$ cat config.mk
export PLATFORM = sky130hd
export DESIGN_NAME = fetch_redirect_ctrl
export DESIGN_NICKNAME = d
export VERILOG_FILES = /design/src/rtl/fetch_redirect_ctrl.sv
export SDC_FILE = /design/constraint.sdc
export NUM_CORES = 1
export LEC_CHECK = 0
export ABC_CLOCK_PERIOD_IN_PS = 2100
export CORE_AREA = 2 2 74 76
export CTS_BUF_LIST = sky130_fd_sc_hd__clkbuf_4 sky130_fd_sc_hd__clkbuf_8
export DETAILED_ROUTE_END_ITERATION = 8
export DIE_AREA = 0 0 76 78
export GPL_ROUTABILITY_DRIVEN = 1
export PLACE_DENSITY = 0.88
export SLEW_MARGIN = 20
export SYNTH_ARGS = -nofsm -noshare
export SYNTH_HDL_FRONTEND = slang
export SYNTH_SLANG_ARGS = --single-unit
$ cat constraint.sdc
create_clock -name clk -period 2.1 [get_ports clk]
set_clock_uncertainty 0.15 [all_clocks]
set_input_delay 0.42 -clock clk [delete_from_list [all_inputs] [get_ports clk]]
set_output_delay 0.42 -clock clk [all_outputs]
set_load 0.01 [all_outputs]
$ cat src/rtl/fetch_redirect_ctrl.sv
// -----------------------------------------------------------------------------
// fetch_redirect_ctrl
//
// Purpose:
//   Sequences the dual-slot fetch PC register for the A/B issue pair. Arbitrates
//   resolved redirects from execute pipes A (older slot) and B (younger slot)
//   and the slot A/B dispatch stalls. Drives hold / single-advance / redirect
//   controls to the next-PC datapath and the fetch/decode flushes.
//
//   After reset the block issues a boot redirect to RESET_PC. In normal running
//   a redirect is latched and presented on the next cycle. It is held until the
//   next-PC block accepts it, and decode is then flushed for FLUSH_CYCLES cycles.
//
// Parameters:
//   RESET_PC      boot PC presented on the first redirect after reset
//   FLUSH_CYCLES  decode-flush cycles after a redirect is accepted (0..15)
//   CNT_W         statistics counter width (REDIR_STATS_EN builds only)
//
// Optional feature (macro REDIR_STATS_EN):
//   Adds saturating statistics counters stat_redir_cnt / stat_stall_cnt.
//
// Ports:
//   clk               clock
//   rst_n             synchronous active-low reset
//   redir_valid_a     pipe A resolved redirect
//   redir_target_a    pipe A target PC
//   redir_valid_b     pipe B resolved redirect
//   redir_target_b    pipe B target PC
//   stall_a           slot A cannot dispatch
//   stall_b           slot B cannot dispatch
//   fetch_ready       next-PC block accepts a redirect this cycle
//   pc_hold           freeze pcF1/pcF2
//   pc_single         advance one slot (pcF1 <= pcF2)
//   redir_out_valid   redirect request to the next-PC block
//   redir_out_target  redirect PC, bits[1:0] always zero
//   flush_fetch       kill the fetched pair
//   flush_decode      kill decode stage contents
//   busy              controller is not in normal running
//   stat_redir_cnt    RUN->REDIRECT transitions (REDIR_STATS_EN only)
//   stat_stall_cnt    RUN cycles with hold or single-advance (REDIR_STATS_EN only)
// -----------------------------------------------------------------------------
module fetch_redirect_ctrl #(
  parameter logic [31:0] RESET_PC     = 32'h0001_0000,
  parameter int unsigned FLUSH_CYCLES = 2,
  parameter int unsigned CNT_W        = 16
) (
  input  logic        clk,
  input  logic        rst_n,
  input  logic        redir_valid_a,
  input  logic [31:0] redir_target_a,
  input  logic        redir_valid_b,
  input  logic [31:0] redir_target_b,
  input  logic        stall_a,
  input  logic        stall_b,
  input  logic        fetch_ready,
  output logic        pc_hold,
  output logic        pc_single,
  output logic        redir_out_valid,
  output logic [31:0] redir_out_target,
  output logic        flush_fetch,
  output logic        flush_decode,
  output logic        busy
`ifdef REDIR_STATS_EN
  ,
  output logic [CNT_W-1:0] stat_redir_cnt,
  output logic [CNT_W-1:0] stat_stall_cnt
`endif
);

  typedef enum logic [1:0] {
    BOOT     = 2'd0,
    RUN      = 2'd1,
    REDIRECT = 2'd2,
    FLUSH    = 2'd3
  } state_t;

  // Loaded on accept; FLUSH exits when it reaches zero, so the flush lasts
  // exactly FLUSH_CYCLES cycles. The zero-cycle case bypasses FLUSH entirely.
  localparam logic [3:0] CNT_INIT = (FLUSH_CYCLES == 0) ? 4'd0 : 4'(FLUSH_CYCLES - 1);

  state_t      state;
  logic [31:0] tgt_q;
  logic [3:0]  cnt;

  logic        redir_any;
  logic [31:0] redir_sel_target;

  assign redir_any = redir_valid_a | redir_valid_b;

  // Pipe A is the older slot, so its redirect wins; a simultaneous B redirect
  // lies on the wrong path and is dropped. Word alignment is forced here.
  assign redir_sel_target = redir_valid_a ? {redir_target_a[31:2], 2'b00}
                                          : {redir_target_b[31:2], 2'b00};

  always_ff @(posedge clk) begin
    if (!rst_n) begin
      state <= BOOT;
      tgt_q <= RESET_PC;
      cnt   <= 4'd0;
    end else begin
      case (state)
        BOOT: begin
          if (fetch_ready) state <= RUN;
        end
        RUN: begin
          if (redir_any) begin
            tgt_q <= redir_sel_target;
            state <= REDIRECT;
          end
        end
        REDIRECT: begin
          // New redirects here come from wrong-path instructions being flushed.
          if (fetch_ready) begin
            cnt <= CNT_INIT;
            if (FLUSH_CYCLES == 0) state <= RUN;
            else                   state <= FLUSH;
          end
        end
        FLUSH: begin
          if (cnt == 4'd0) state <= RUN;
          else             cnt   <= cnt - 4'd1;
        end
        default: state <= BOOT;
      endcase
    end
  end

  // Stall controls are combinational so slot A/B back-pressure takes effect
  // in the same cycle; a redirect in the same cycle overrides them.
  always_comb begin
    pc_hold          = 1'b0;
    pc_single        = 1'b0;
    redir_out_valid  = 1'b0;
    redir_out_target = tgt_q;
    flush_fetch      = 1'b0;
    flush_decode     = 1'b0;
    busy             = 1'b1;
    case (state)
      BOOT: begin
        redir_out_valid  = 1'b1;
        redir_out_target = RESET_PC;
        pc_hold          = 1'b1;
      end
      RUN: begin
        busy = 1'b0;
        if (!redir_any) begin
          pc_hold   = stall_a;
          pc_single = stall_b & ~stall_a;
        end
      end
      REDIRECT: begin
        redir_out_valid = 1'b1;
        flush_fetch     = 1'b1;
        flush_decode    = 1'b1;
        pc_hold         = 1'b1;
      end
      FLUSH: begin
        flush_decode = 1'b1;
      end
      default: begin
        busy = 1'b1;
      end
    endcase
  end

`ifdef REDIR_STATS_EN
  logic [CNT_W-1:0] cnt_one;
  assign cnt_one = {{(CNT_W-1){1'b0}}, 1'b1};

  // Both counters saturate at all-ones rather than wrapping.
  always_ff @(posedge clk) begin
    if (!rst_n) begin
      stat_redir_cnt <= '0;
      stat_stall_cnt <= '0;
    end else begin
      if (state == RUN && redir_any && !(&stat_redir_cnt))
        stat_redir_cnt <= stat_redir_cnt + cnt_one;
      if (state == RUN && (pc_hold | pc_single) && !(&stat_stall_cnt))
        stat_stall_cnt <= stat_stall_cnt + cnt_one;
    end
  end
`else
  logic unused_cnt_w;
  assign unused_cnt_w = ^CNT_W;
`endif

  // Low target bits are discarded by the alignment above.
  logic unused_target_bits;
  assign unused_target_bits = ^{redir_target_a[1:0], redir_target_b[1:0]};

endmodule

Yosys cells after proc, flatten, opt, wreduce, memory -nomap -nowiden
Cells that the tools add are included.
Widths: inputs -> output; s select.

cells by class
  equality and inequality tests = 8
  add/subtract/negate cells = 1
  bitwise logic cells = 3
  mux-type cells = 18
  reduce and logical (&&, ||, !) cells = 8

operators by type and width
  operator             count
  $mux 32              2
  $ne 2x2->1 const B   5
  $mux 2               4
  $mux 4               2
  $pmux 2 s4           1
  $pmux 4 s2           1
  $mux 1               7
  $eq 2x2->1 const B   2
  $logic_not 4->1      1
  $reduce_and 4->1     1
  $reduce_or 2->1      2
  $sub 4x1->4 const B  1
  $reduce_and 3->1     1
  $eq 2x1->1 const B   1
  $logic_not 2->1      1
  $pmux 1 s2           1
  $reduce_and 2->1     1
  $reduce_bool 2->1    1
  $and 1x1->1          1
  $not 1->1            1
  $or 1x1->1           1

word-level totals
  input bits = 71
  register bits = 38

Depth between registers and ports, before layout
  depth in word-level cells = 4
  mapped depth = 8
  mapped depth without buffers = 6

Worst setup path before layout
No wires, ideal clock.

  path type = reg2out
  start = register state[1]
  end = output port pc_hold
  arrival = 1311 ps
  slack = 219 ps
  data required time = 1530 ps
  cell stages (with the launch flop) = 6
  cell sequence = dfxtp_1 inv_1 ha_1 nor3b_1 a21oi_1 nor2_1

on the way
  longest elaborated chain between the ends = 3
  elaborated cells on any way between the ends = 5

RTL lines
  what                                                  RTL line  source
  from (decl)                                           81        state_t state;
  from (signal assigned)                                97        state <= BOOT;
  from (signal assigned)                                103       if (fetch_ready) state <= RUN;
  from (signal assigned)                                108       state <= REDIRECT;
  $eq 2x2->1 / $logic_not 2->1 (equally long branches)  138       case (state)
  $reduce_or 2->1 (no source line)                      n/a
  $pmux 1 s2 *                                          138
  to (decl)                                             56        output logic pc_hold,

Mark *: on every way between the ends. The rest lies on a longest branch, timed or not.

Worst setup path in the final report
  start = register state[1]
  end = output port flush_fetch

on the way
  longest elaborated chain between the ends = 2

RTL lines
  what        RTL line  source
  $eq 2x2->1  138
  $mux 1      138
  to (decl)   60        output logic flush_fetch,

Every way passes these cells.

==> out/results.tsv <==
stage	metric	value	unit
status	status	finished, final reports clean	
sta	report.final.slew_viol_count	0	
worst_hold_path	min_path_type	flop to flop	
clock_tree	clkTransAtPathRegs	0.07	ns
pwr	p_comb_share	54.0	%
die	dieArea	5928	µm²
placement	place_area	3129	µm²
critical_path	worstSetupEndpointType	output port	
clock_tree	tritoncts	built	
synth	netlist_area	1997	µm²
layout	fillCellCount	448	
routing	drtAntennaViolNets	0	
routing	routed_via_density	4.810	
clock_tree	clk_latency	0.29	ns
layout	syn_to_final_growth	62.28	%
critical_path	cpMaxStageDelayCell	clkdlybuf4s50_1	
layout	seq_area	723.2	µm²
pwr	swShare	37.36	%
placement	hpwl	4055	µm
grt	antenna_found_initial	0	
sta	period_share	97.44	%
sta	layout_min_cycle_time	2.046	ns
synth	ys_types	31	
routing	drt_iter0_drc	116	
layout	antenna_cells	0	
routing	avgRoutedWirePerCell	13.30	µm
critical_path	path_cells	buf_4 -> ha_2 -> clkdlybuf4s50_1	
synth	syn_area_per_cell	8.875	µm²
routing	vias	1929	
synth	yosys_most_used_dff	dfxtp_1	
synth	synth.most_common_cell	dfxtp_1	
clock_tree	cts_buffers	5	
layout	drive_gt1_share	14.20	%
layout	utilization	64.27	%
sta	worst_slew_pin_slew	0.5238	ns
clock_tree	clockBufferDepth	2	
die	io_pins	109	
grt	grt_start_max_net_pins	61	
synth	synth-seq-cells	36	
clock_tree	hold_buffers	0	
routing	dr.pass1.iters	4	
die	start_util	39.60	%
die	die_w	76	µm
job	cap_violations	0	
synth	yosysTopAreaCellShare	36.09	%
clock_tree	htreeDepth	2	
sta	hold_viol	0	
layout	fin_area	3241	µm²
pwr	pwr-share-seq	30.2	%
critical_path	cp-start-kind	flop	
pwr	power.switching	1254	µW
sta	rsz0062_at_grt	false	
layout	nNetsFinal	410	
routing	drc	0	
synth	synthTopCellsByArea	dfxtp_1, mux2i_1, a211oi_1	
synth	ys_warn_count	0	
pwr	p_int	2104	µW
grt	globalRouteOverflowTotal	0	
synth	synth_edf_count	0	
pwr	irDropWorstVdd	0.4995	mV
sta	hold_slack	0.3430	ns
die	die_h	78	µm
sta	final.setup.worst_slack	0.05376	ns
critical_path	cp_max_fo	4	
sta	setup_tns	0	ns
grt	grt_pass1_vias	1913	
grt	grt_pass1_wl	8949	µm
sta	setup_viol	0	
sta	slew_headroom	65.08	%
synth	synth_top_area_cell	dfxtp_1	
pwr	p_per_area	1036	nW/µm²
critical_path	crit_type	flop to output port	
synth	postSynthCellCount	225	
critical_path	cp.required	1.53	ns
sta	fmax	0.4887	GHz
die	fp-row-count	26	
clock_tree	cts_sinks	36	
pwr	clockPowerShare	15.8	%
critical_path	crit_arrival	1.48	ns
placement	pre_cts_slack	-0.4080	ns
placement	place_congestion	0.7735	
layout	multi_input_area	1214	µm²
grt	grt_use_total	18.63	%
synth	ys_seq_area_share	36.09	%
placement	placement.io_buffers	102	
die	core_area	5042	µm²
synth	synthArstFlopShare	0	%
synth	yosys-top-cells-count	dfxtp_1, nor2_1, mux2i_1	
routing	routed_wl	5332	µm
clock_tree	root_buffer	clkbuf_8	
critical_path	critPathMaxStageDelay	0.54	ns
pwr	power_leakage	0.001398	µW
## timing repair
action	in CTS	in global routing
setup buffers	1	0
gates resized for setup	52	12
pin swaps	0	1
endpoints found under the setup margin	35	26
## final timing paths
| check | from | endpoint | cells after the start | slack [ns] |
|---|---|---|---|---|
| setup / recovery | state[1] | flush_fetch | 3 | 0.05 |
| hold / removal | tgt_q[7] | tgt_q[7] | 2 | 0.34 |
| setup reg to reg | cnt[0] | cnt[2] | 6 | 0.19 |
| hold reg to reg | tgt_q[7] | tgt_q[7] | 2 | 0.34 |
## worst max-delay path: cells and delay by family (launching register included)
| kind | cells | cell delay (ns) |
|---|---|---|
| buf+inv | 2 | 0.67 |
| flops | 1 | 0.34 |
| fa+ha+maj | 1 | 0.19 |
## metrics by stage
step | std cells | total power [µW]
finish | 401 | 3358
global route | 401 | 3628
CTS | 401 | 3337
detailed placement | 392 | 2875
global placement | 392 | 2801
floorplan | 226 | 2047
## layer usage
metal / wire, µm / share of wire (%) / vias up / track usage [%]
met5: 0 / 0 / - / 0
met1: 1982 / 37 / 861 / 19.54
met3: 416 / 7.8 / 6 / 6.395
met4: 47 / 0.88 / 0 / 4.909
met2: 2885 / 54 / 76 / 35.45
li1: - / - / 986 / -
## power groups by stage
| stage | Combinational, µW | Clock (µW) | Sequential [µW] |
|---|---|---|---|
| floorplan | 1040 | 0 | 1000 |
| global placement | 1790 | 0 | 1010 |
| detailed placement | 1850 | 0 | 1020 |
| CTS | 1780 | 547 | 1010 |
| global route | 2020 | 575 | 1040 |
| finish | 1810 | 532 | 1010 |
## flip-flops by register name, summed over array words and instances, names as in the netlist
| register | count |
|---|---|
| tgt_q | 30 |
| cnt | 4 |
| state | 2 |
## logic make-up after synthesis
logic type | share of synthesized area [%]
simple gates | 20.49
compound gates | 16.92
flops | 36.09
mux | 15.04
buf+inv | 5.639
fa+ha+maj | 5.639
other cells | 0.1878
## cell type report
cell class,count,area share (%)
Clock buffer,8,3.012
Inverter,7,0.8108
Multi-Input combinational cell,164,37.45
Sequential cell,36,22.32
Tap cell,70,2.703
Timing Repair Buffer,116,33.71
## cells in the final DEF (no fill, tap or decap), types with 2 or more instances in the layout
cell type	Yosys	routed
a211oi_1	29	29
a21oi_1	3	2
buf_2	6	2
buf_4	2	11
buf_6	0	2
clkbuf_2	0	2
clkbuf_4	0	2
clkbuf_8	0	6
clkdlybuf4s15_2	0	3
clkdlybuf4s50_1	0	65
conb_1	1	2
dfxtp_1	36	34
dfxtp_2	0	2
dlygate4sd2_1	0	30
ha_1	9	6
ha_4	0	2
inv_1	6	4
inv_2	0	2
mux2i_1	30	30
nand2_1	4	4
nand2b_1	2	2
nand3_1	3	3
nor2_1	33	33
nor2b_1	29	29
o21ai_0	3	3
o31ai_1	2	2
or2_2	3	2
Note: power is estimated with default switching activity, not from simulation.
